## src/rtl/alu_seq_if.sv

```systemverilog
// alu_seq_if: operation bus between the issuing stage and alu_seq.
//
// Handshake: the master holds start high with aluop/a/b stable. The operation
// is accepted on the first rising clk edge where start=1 and the ALU is idle;
// busy is high from the cycle after that edge until done. done is a one-cycle
// pulse, and result/result_hi/cout/zero (and ovf) are valid from that pulse
// until the next pulse. start is ignored while busy or during the done cycle.
//
// Signals:
//   start, aluop[2:0], a, b            master -> slave
//   busy, done, result, result_hi,
//   cout, zero                         slave -> master
//   ovf (only with ALU_SEQ_OVF_EN)     slave -> master
interface alu_seq_if #(
  parameter int WIDTH = 32
);
  logic             start;
  logic [2:0]       aluop;
  logic [WIDTH-1:0] a;
  logic [WIDTH-1:0] b;
  logic             busy;
  logic             done;
  logic [WIDTH-1:0] result;
  logic [WIDTH-1:0] result_hi;
  logic             cout;
  logic             zero;
`ifdef ALU_SEQ_OVF_EN
  logic             ovf;
`endif

  modport master (
    output start, aluop, a, b,
    input  busy, done, result, result_hi, cout, zero
`ifdef ALU_SEQ_OVF_EN
    , input ovf
`endif
  );

  modport slave (
    input  start, aluop, a, b,
    output busy, done, result, result_hi, cout, zero
`ifdef ALU_SEQ_OVF_EN
    , output ovf
`endif
  );
endinterface

```

## src/rtl/alu_seq.sv

```systemverilog
// alu_seq: WIDTH-bit sequential ALU with registered operands, start/done
// handshake and a shift-add unsigned multiplier (WIDTH iterations).
//
// Ports:
//   clk        rising-edge clock
//   rst        asynchronous active-high reset
//   bus        alu_seq_if.slave (start, aluop, a, b, busy, done, result,
//              result_hi, cout, zero, and ovf when enabled)
//   dbg_state  current FSM state (IDLE=0, EXEC=1, MULT=2, DONE=3)
//
// aluop: 000 add, 001 xor, 010 sub, 011 mult, 100 slt, 101 nor, 110 and, 111 or
// Optional feature macro: ALU_SEQ_OVF_EN adds the signed-overflow output ovf.
module alu_seq #(
  parameter int WIDTH = 32
) (
  input  logic         clk,
  input  logic         rst,
  alu_seq_if.slave     bus,
  output logic [1:0]   dbg_state
);
  typedef enum logic [1:0] {
    S_IDLE = 2'd0,
    S_EXEC = 2'd1,
    S_MULT = 2'd2,
    S_DONE = 2'd3
  } state_t;

  localparam int CNT_W = $clog2(WIDTH + 1);

  localparam logic [2:0] OP_ADD = 3'b000;
  localparam logic [2:0] OP_XOR = 3'b001;
  localparam logic [2:0] OP_SUB = 3'b010;
  localparam logic [2:0] OP_MUL = 3'b011;
  localparam logic [2:0] OP_SLT = 3'b100;
  localparam logic [2:0] OP_NOR = 3'b101;
  localparam logic [2:0] OP_AND = 3'b110;
  localparam logic [2:0] OP_OR  = 3'b111;

  state_t             r_state;
  state_t             w_next_state;
  logic [WIDTH-1:0]   r_a;
  logic [WIDTH-1:0]   r_b;
  logic [2:0]         r_op;
  logic [2*WIDTH-1:0] r_acc;
  logic [CNT_W-1:0]   r_cnt;
  logic [WIDTH-1:0]   r_result;
  logic [WIDTH-1:0]   r_result_hi;
  logic               r_cout;
  logic               r_zero;

  logic               w_accept;
  logic               w_mult_last;
  logic [WIDTH:0]     w_add;
  logic [WIDTH:0]     w_sub;
  logic               w_slt;
  logic [WIDTH:0]     w_mac;
  logic [WIDTH-1:0]   w_exec_res;
  logic               w_exec_cout;

  assign w_accept    = (r_state == S_IDLE) && bus.start;
  // WIDTH shift-add steps run at counts 0..WIDTH-1; the extra count loads outputs.
  assign w_mult_last = (r_cnt == CNT_W'(WIDTH));

  // ---------------- FSM ----------------
  always_ff @(posedge clk or posedge rst) begin
    if (rst) r_state <= S_IDLE;
    else     r_state <= w_next_state;
  end

  always_comb begin
    w_next_state = r_state;
    case (r_state)
      S_IDLE: if (bus.start) w_next_state = (bus.aluop == OP_MUL) ? S_MULT : S_EXEC;
      S_EXEC: w_next_state = S_DONE;
      S_MULT: if (w_mult_last) w_next_state = S_DONE;
      S_DONE: w_next_state = S_IDLE;
      default: w_next_state = S_IDLE;
    endcase
  end

  // ---------------- single-cycle datapath ----------------
  assign w_add = {1'b0, r_a} + {1'b0, r_b};
  assign w_sub = {1'b0, r_a} + {1'b0, ~r_b} + {{WIDTH{1'b0}}, 1'b1};
  assign w_slt = $signed(r_a) < $signed(r_b);

  always_comb begin
    w_exec_res  = '0;
    w_exec_cout = 1'b0;
    case (r_op)
      OP_ADD: begin
        w_exec_res  = w_add[WIDTH-1:0];
        w_exec_cout = w_add[WIDTH];
      end
      OP_SUB: begin
        w_exec_res  = w_sub[WIDTH-1:0];
        w_exec_cout = w_sub[WIDTH];
      end
      OP_XOR: w_exec_res = r_a ^ r_b;
      OP_SLT: w_exec_res = {{(WIDTH-1){1'b0}}, w_slt};
      OP_NOR: w_exec_res = ~(r_a | r_b);
      OP_AND: w_exec_res = r_a & r_b;
      OP_OR:  w_exec_res = r_a | r_b;
      default: w_exec_res = '0; // mult never goes through EXEC
    endcase
  end

  // Accumulator starts as {0, b}: the low half doubles as the multiplier, so
  // acc[0] is the current multiplier bit and the product shifts in from the top.
  assign w_mac = {1'b0, r_acc[2*WIDTH-1:WIDTH]} + (r_acc[0] ? {1'b0, r_a} : {(WIDTH+1){1'b0}});

  always_ff @(posedge clk or posedge rst) begin
    if (rst) begin
      r_a         <= '0;
      r_b         <= '0;
      r_op        <= '0;
      r_acc       <= '0;
      r_cnt       <= '0;
      r_result    <= '0;
      r_result_hi <= '0;
      r_cout      <= 1'b0;
      r_zero      <= 1'b0;
    end else begin
      if (w_accept) begin
        r_a   <= bus.a;
        r_b   <= bus.b;
        r_op  <= bus.aluop;
        r_acc <= {{WIDTH{1'b0}}, bus.b};
        r_cnt <= '0;
      end
      if (r_state == S_EXEC) begin
        r_result    <= w_exec_res;
        r_result_hi <= '0;
        r_cout      <= w_exec_cout;
        r_zero      <= (w_exec_res == '0);
      end
      if (r_state == S_MULT) begin
        if (w_mult_last) begin
          r_result    <= r_acc[WIDTH-1:0];
          r_result_hi <= r_acc[2*WIDTH-1:WIDTH];
          r_cout      <= 1'b0;
          r_zero      <= (r_acc[WIDTH-1:0] == '0);
        end else begin
          r_acc <= {w_mac, r_acc[WIDTH-1:1]};
          r_cnt <= r_cnt + CNT_W'(1);
        end
      end
    end
  end

`ifdef ALU_SEQ_OVF_EN
  logic r_ovf;
  logic w_add_ovf;
  logic w_sub_ovf;
  logic w_exec_ovf;

  // Sub overflow uses the inverted b operand, matching the adder input.
  assign w_add_ovf  = (r_a[WIDTH-1] == r_b[WIDTH-1])  && (w_add[WIDTH-1] != r_a[WIDTH-1]);
  assign w_sub_ovf  = (r_a[WIDTH-1] == ~r_b[WIDTH-1]) && (w_sub[WIDTH-1] != r_a[WIDTH-1]);
  assign w_exec_ovf = (r_op == OP_ADD) ? w_add_ovf :
                      (r_op == OP_SUB) ? w_sub_ovf : 1'b0;

  always_ff @(posedge clk or posedge rst) begin
    if (rst) begin
      r_ovf <= 1'b0;
    end else if (r_state == S_EXEC) begin
      r_ovf <= w_exec_ovf;
    end else if ((r_state == S_MULT) && w_mult_last) begin
      r_ovf <= |r_acc[2*WIDTH-1:WIDTH];
    end
  end

  assign bus.ovf = r_ovf;
`endif

  assign bus.busy      = (r_state == S_EXEC) || (r_state == S_MULT);
  assign bus.done      = (r_state == S_DONE);
  assign bus.result    = r_result;
  assign bus.result_hi = r_result_hi;
  assign bus.cout      = r_cout;
  assign bus.zero      = r_zero;
  assign dbg_state     = r_state;
endmodule

```

## src/flat_wrapper.sv

```systemverilog
// flat-port wrapper written by rule: the top's interface ports become plain ports
module alu_seq_flat 
#(
  parameter int WIDTH = 32
)
  (clk, rst, dbg_state, bus_start, bus_aluop, bus_a, bus_b, bus_busy, bus_done, bus_result, bus_result_hi, bus_cout, bus_zero);
  alu_seq_if #(.WIDTH(WIDTH)) bus_i ();
  input  logic clk;
  input  logic rst;
  output logic [1:0] dbg_state;
  input wire logic [$bits(bus_i.start)-1:0] bus_start;
  input wire logic [$bits(bus_i.aluop)-1:0] bus_aluop;
  input wire logic [$bits(bus_i.a)-1:0] bus_a;
  input wire logic [$bits(bus_i.b)-1:0] bus_b;
  output wire logic [$bits(bus_i.busy)-1:0] bus_busy;
  output wire logic [$bits(bus_i.done)-1:0] bus_done;
  output wire logic [$bits(bus_i.result)-1:0] bus_result;
  output wire logic [$bits(bus_i.result_hi)-1:0] bus_result_hi;
  output wire logic [$bits(bus_i.cout)-1:0] bus_cout;
  output wire logic [$bits(bus_i.zero)-1:0] bus_zero;
  assign bus_i.start = bus_start;
  assign bus_i.aluop = bus_aluop;
  assign bus_i.a = bus_a;
  assign bus_i.b = bus_b;
  assign bus_busy = bus_i.busy;
  assign bus_done = bus_i.done;
  assign bus_result = bus_i.result;
  assign bus_result_hi = bus_i.result_hi;
  assign bus_cout = bus_i.cout;
  assign bus_zero = bus_i.zero;
  alu_seq #(.WIDTH(WIDTH)) u_core (.clk(clk), .rst(rst), .bus(bus_i), .dbg_state(dbg_state));
endmodule
```

## config.mk

```make
export PLATFORM = sky130hd
export DESIGN_NAME = alu_seq_flat
export DESIGN_NICKNAME = d
export VERILOG_FILES = /design/src/rtl/alu_seq_if.sv /design/src/rtl/alu_seq.sv /design/src/flat_wrapper.sv
export SDC_FILE = /design/constraint.sdc
export NUM_CORES = 1
export LEC_CHECK = 0
export ABC_AREA = 0
export CORE_MARGIN = 5
export CORE_UTILIZATION = 40
export CTS_CLUSTER_SIZE = 14
export DETAILED_ROUTE_END_ITERATION = 16
export PLACE_DENSITY_LB_ADDON = 0.12
export SETUP_SLACK_MARGIN = 0.5
export SYNTH_ARGS = -nofsm -noshare
export SYNTH_HDL_FRONTEND = slang
export SYNTH_SLANG_ARGS = --single-unit
```

## constraint.sdc

```tcl
create_clock -name clk -period 8.5 [get_ports clk]
set_input_delay 2.55 -clock clk [delete_from_list [all_inputs] [get_ports clk]]
set_output_delay 2.55 -clock clk [all_outputs]
set_load 0.005 [all_outputs]
```

; ---- Word level (Yosys, flattened, before mapping)
; Cells that the tools add are included.
[totals]
register_bits = 205
in_bits = 70
output_inout_bits = 70
[classes]
n_addsub = 5
n_lt_le_gt_ge = 1
eq_ne = 13
mux = 25
bitwise_logic = 5
reduce_logical = 7
[ops]
columns = cell, count
row1 = $mux 32, 7
row2 = $pmux 32 s7, 1
row3 = $mux 64, 3
row4 = $add 32x32->33, 2
row5 = $logic_not 32->1, 2
row6 = $not 32->32, 2
row7 = $add 32x33->33, 1
row8 = $add 33x1->33 const B, 1
row9 = $and 32x32->32, 1
row10 = $lt 32x32->1, 1
row11 = $or 32x32->32, 1
row12 = $xor 32x32->32, 1
row13 = $mux 6, 3
row14 = $eq 3x3->1 const B, 4
row15 = $pmux 2 s4, 1
row16 = $add 6x1->6 const B, 1
row17 = $eq 3x2->1 const B, 2
row18 = $eq 6x6->1 const B, 1
row19 = $mux 1, 6
row20 = $mux 2, 3
row21 = $eq 2x2->1 const B, 2
row22 = $eq 3x1->1 const B, 1
row23 = $logic_not 3->1, 1
row24 = $eq 2x1->1 const B, 1
row25 = 7 further kinds, 7

; ---- Logic depth before layout (Yosys ltp)
[depth]
word_depth = 8
ltp_mapped = 16
mapped_depth_nobuf = 16

; ---- Worst setup path before layout
; Ideal clock, no wire load.
[synth_path]
path_kind = input to register
start = input port bus_start
end = register u_core.r_acc[16]
setup_ps = 82
t_arrival_ps = 3567
t_required_ps = 8418
slack_ps = 4851
stages = 6
path_buffers = 3
path_cell_list = and2_1 clkbuf_1 clkbuf_1 clkbuf_1 nand2_1 a31oi_1
[synth_between]
elab_chain_cells = 4
[synth_lines]
columns = item, line_no
row1 = start: declaration, flat_wrapper.sv:11  ; input wire logic [$bits(bus_i.start)-1:0] bus_start;
row2 = $logic_and 1x1->1 (*), alu_seq.sv:60  ; assign w_accept = (r_state == S_IDLE) && bus.start;
row3 = $mux 64 (*), alu_seq.sv:123  ; if (w_accept) begin
row4 = $mux 64, alu_seq.sv:137  ; if (w_mult_last) begin
row5 = $mux 64 (*), alu_seq.sv:136  ; if (r_state == S_MULT) begin
row6 = end signal: assignment, alu_seq.sv:127  ; r_acc <= {{WIDTH{1'b0}}, bus.b};
row7 = end signal: assignment, alu_seq.sv:143  ; r_acc <= {w_mac, r_acc[WIDTH-1:1]};
row8 = end: declaration, alu_seq.sv:44  ; logic [2*WIDTH-1:0] r_acc;
; Every way passes the cells marked *; elsewhere a longest branch is shown, timed or not.
; A chain may end at the register's enable or synchronous reset.

; ---- Worst setup path after layout
[layout_path]
start = register u_core.r_acc[0]
end = register u_core.r_acc[63]
[layout_between]
elab_chain_cells = 4
[layout_lines]
columns = item, line_no
row1 = $mux 32, alu_seq.sv:109  ; assign w_mac = {1'b0, r_acc[2*WIDTH-1:WIDTH]} + (r_acc[0] ? {1'b0, r_a} : {(WIDTH+1){1'b0}});
row2 = $add 32x33->33, alu_seq.sv:109
row3 = $mux 64, alu_seq.sv:137
row4 = $mux 64, alu_seq.sv:136
; No other way between the ends.

==> reports/results.tsv <==
metric	value	unit
synth_top_family_by_area	compound AO/OA/AOI/OAI gates	
numCtsBuffers	25	
dp_hpwl	42700	µm
hp-class	reg2reg	
die_x	211	µm
outcome	complete, no violations	
synthArstFlopShare	100	%
cellLeakagePower	0.00803	µW
grt_pass1_wl	90100	µm
io_pins	140	
timing.setup.tns	0	ns
start_util	40.6	%
relSlewSlack	19.6	%
fin_nets	2289	
insertedDiodeCount	0	
r2r_setup_slack	3.68	ns
synth_area_leaders	dfrtp_1 (32%), ha_1 (12%), o21ai_0 (7.5%), nand2_1 (5.9%), a21oi_1 (3.2%)	
cap_violations	0	
synthAdderAreaFrac	12.1	%
synth_common_cells	nand2_1 (252), o21ai_0 (243), dfrtp_1 (205)	
synth-main-ff-cell	dfrtp_1	
ys_types	94	
vias	15508	
grt_pass1_vias	14874	
ys_ff_latch	205	
synth_top_area_share	31.7	%
drtAntennaViolNets	0	
antenna_found_initial	0	
gp_congestion	0.951	
viasPerCell	5.95	
htree_levels	1	
num_rows	73	
path_max_fanout	35	
drt_wl_total	58900	µm
pre_cts_ws	3.42	ns
firstDrtPassIters	6	
criticalPathCategory	reg2reg	
wire_per_inst	22.6	µm
rsz0062_at_grt	false	
endpoint_kind	flop	
fin_crit_sh	56.7	%
synth-simple-area-share	19.7	%
path_clk_slew	0.06	ns
cp.required	8.96	ns
synthCells	2005	
grt_usage	25.7	%
syn_nets	2229	
finClkSkew	0.0141	ns
synthMuxAreaShare	2.27	%
min_period	4.82	ns
maxSlewViolCount	0	
p_per_area	497	nW/µm²
start_kind	flop	
synth-xor-area-share	3.68	%
drive_gt1_share	5.28	%
clock-sinks	205	
synth.avg_cell_area	8.06	µm²
cts_resized	0	
max_freq	208	MHz
synth_compound_area_share	24.6	%
finalHoldViolCount	0	
portBuffers	139	
fp.dieArea	44500	µm²
yosys.area.top_type	dfrtp_1	
peakVddDrop	0.000156	V
overflow	0	
arrival	5.28	ns
yosysMostFrequentCell	nand2_1	
fillers	3952	
postCtsSetupRepairBufs	0	
root_buffer	clkbuf_16	
hold_buffers	0	
tightest_slew	1.21	ns
ctsLongestPathBuffers	3	
initialDrtViolationCount	1307	
synth-seq-area-share	31.7	%
finalSetupViolations	0	
die_h	211	µm
yosysWarnings	0	
clock_latency	0.53	ns
synth_edf_count	0	
syn_to_final_growth	16.7	%
syn-cell-area	16200	µm²
setup_ws	3.68	ns
grt_max_degree	146	
cts_tree	done	
placeableCoreArea	39800	µm²
drcViolationCount	0	
==> logic make-up (layout without fill, tap and decap cells) <==
family | count (synthesis) | in the layout
simple gates | 671 | 671
compound gates | 627 | 627
buf+inv | 244 | 322
flops | 205 | 205
fa+ha+maj | 154 | 154
xor+xnor | 68 | 68
mux | 36 | 36
==> placed cells by master, fill, tap and decap left out, types with 9 or more instances in the layout <==
cell type / count
nor4_1: 22
o31ai_1: 20
nand4_1: 11
a21oi_1: 102
dfrtp_1: 203
inv_1: 117
nand2b_1: 43
a211oi_1: 23
a31oi_1: 49
nor2_1: 130
nor3_1: 42
or3_1: 10
nand3_1: 59
and3_1: 9
o21bai_1: 11
xor2_1: 26
o22ai_1: 9
xnor2_1: 42
buf_4: 19
nand2_1: 250
clkbuf_16: 25
o21ai_0: 243
a221oi_1: 13
and2_1: 35
a21o_1: 19
ha_1: 150
nor2b_1: 15
o211ai_1: 28
clkdlybuf4s50_1: 139
mux2i_1: 31
==> routing by layer <==
layer  routed length, µm  GRT usage [%]
met4                1970           7.27
met5                   0              0
met1               26600           37.1
met2               25300           38.9
met3                4960           5.54
==> cell type report <==
cell class	instances	area, µm²	area share, %
inverter	118	447	2.37
clock buffer	32	712	3.77
timing repair buffer	159	1550	8.24
sequential	205	5130	27.2
tap	525	657	3.48
clock inverter	13	240	1.27
multi-input combinational	1556	10100	53.7
==> worst max-delay path, cell delays in order (launching register included) <==
cell,delay [ns]
dfrtp_1,1.14
and2_1,0.24
ha_1,0.17
inv_1,0.06
fa_1,0.40
nand2b_1,0.15
a21boi_0,0.20
o21ai_0,0.16
a311oi_1,0.55
o21ai_0,0.34
nand2_1,0.20
a221oi_1,0.13
a211o_1,0.33
o2111ai_1,0.20
a21oi_1,0.12
o21ai_0,0.18
a21boi_1,0.17
==> flip-flops by register name (all words and copies together), names as in the netlist <==
name                  flops
u_core.bus.result        32
u_core.r_acc             64
u_core.bus.cout           1
u_core.r_cnt              6
u_core.bus.result_hi     32
u_core.dbg_state          2
u_core.r_op               3
u_core.bus.zero           1
u_core.r_b               32
u_core.r_a               32
==> worst paths after layout <==
| path | from | end | cells after the start |
|---|---|---|---|
| setup / recovery | u_core.r_acc[0] | u_core.r_acc[63] | 16 |
| hold / removal | u_core.r_acc[49] | u_core.bus.result_hi[17] | 2 |
| setup reg to reg | u_core.r_acc[0] | u_core.r_acc[63] | 16 |
| hold reg to reg | u_core.r_acc[49] | u_core.bus.result_hi[17] | 2 |
| max in group asynchronous | rst | u_core.r_b[23] | 4 |
| min in group asynchronous | rst | u_core.bus.result_hi[5] | 3 |
==> where the power goes <==
group / total, µW / switching, µW / internal, µW
registers: 1920 / 527 / 1390
clock network: 1250 / 447 / 800
logic: 6220 / 3890 / 2330
==> per-stage QoR <==
step | instances | total power, µW | hold slack [ns] | cell area [µm²] | utilization [%]
after detailed placement | 2563 | 7990 | 0.513 | 17900 | 45.0
after global placement | 2563 | 7890 | 0.508 | 17900 | 45.0
final | 2608 | 9380 | 0.527 | 18900 | 47.4
after CTS | 2608 | 9280 | 0.528 | 18900 | 47.4
after global routing | 2608 | 10100 | 0.555 | 18900 | 47.4
after floorplan | 2005 | 6070 | 0.477 | 16200 | -
Note: power is estimated with default switching activity, not from simulation.
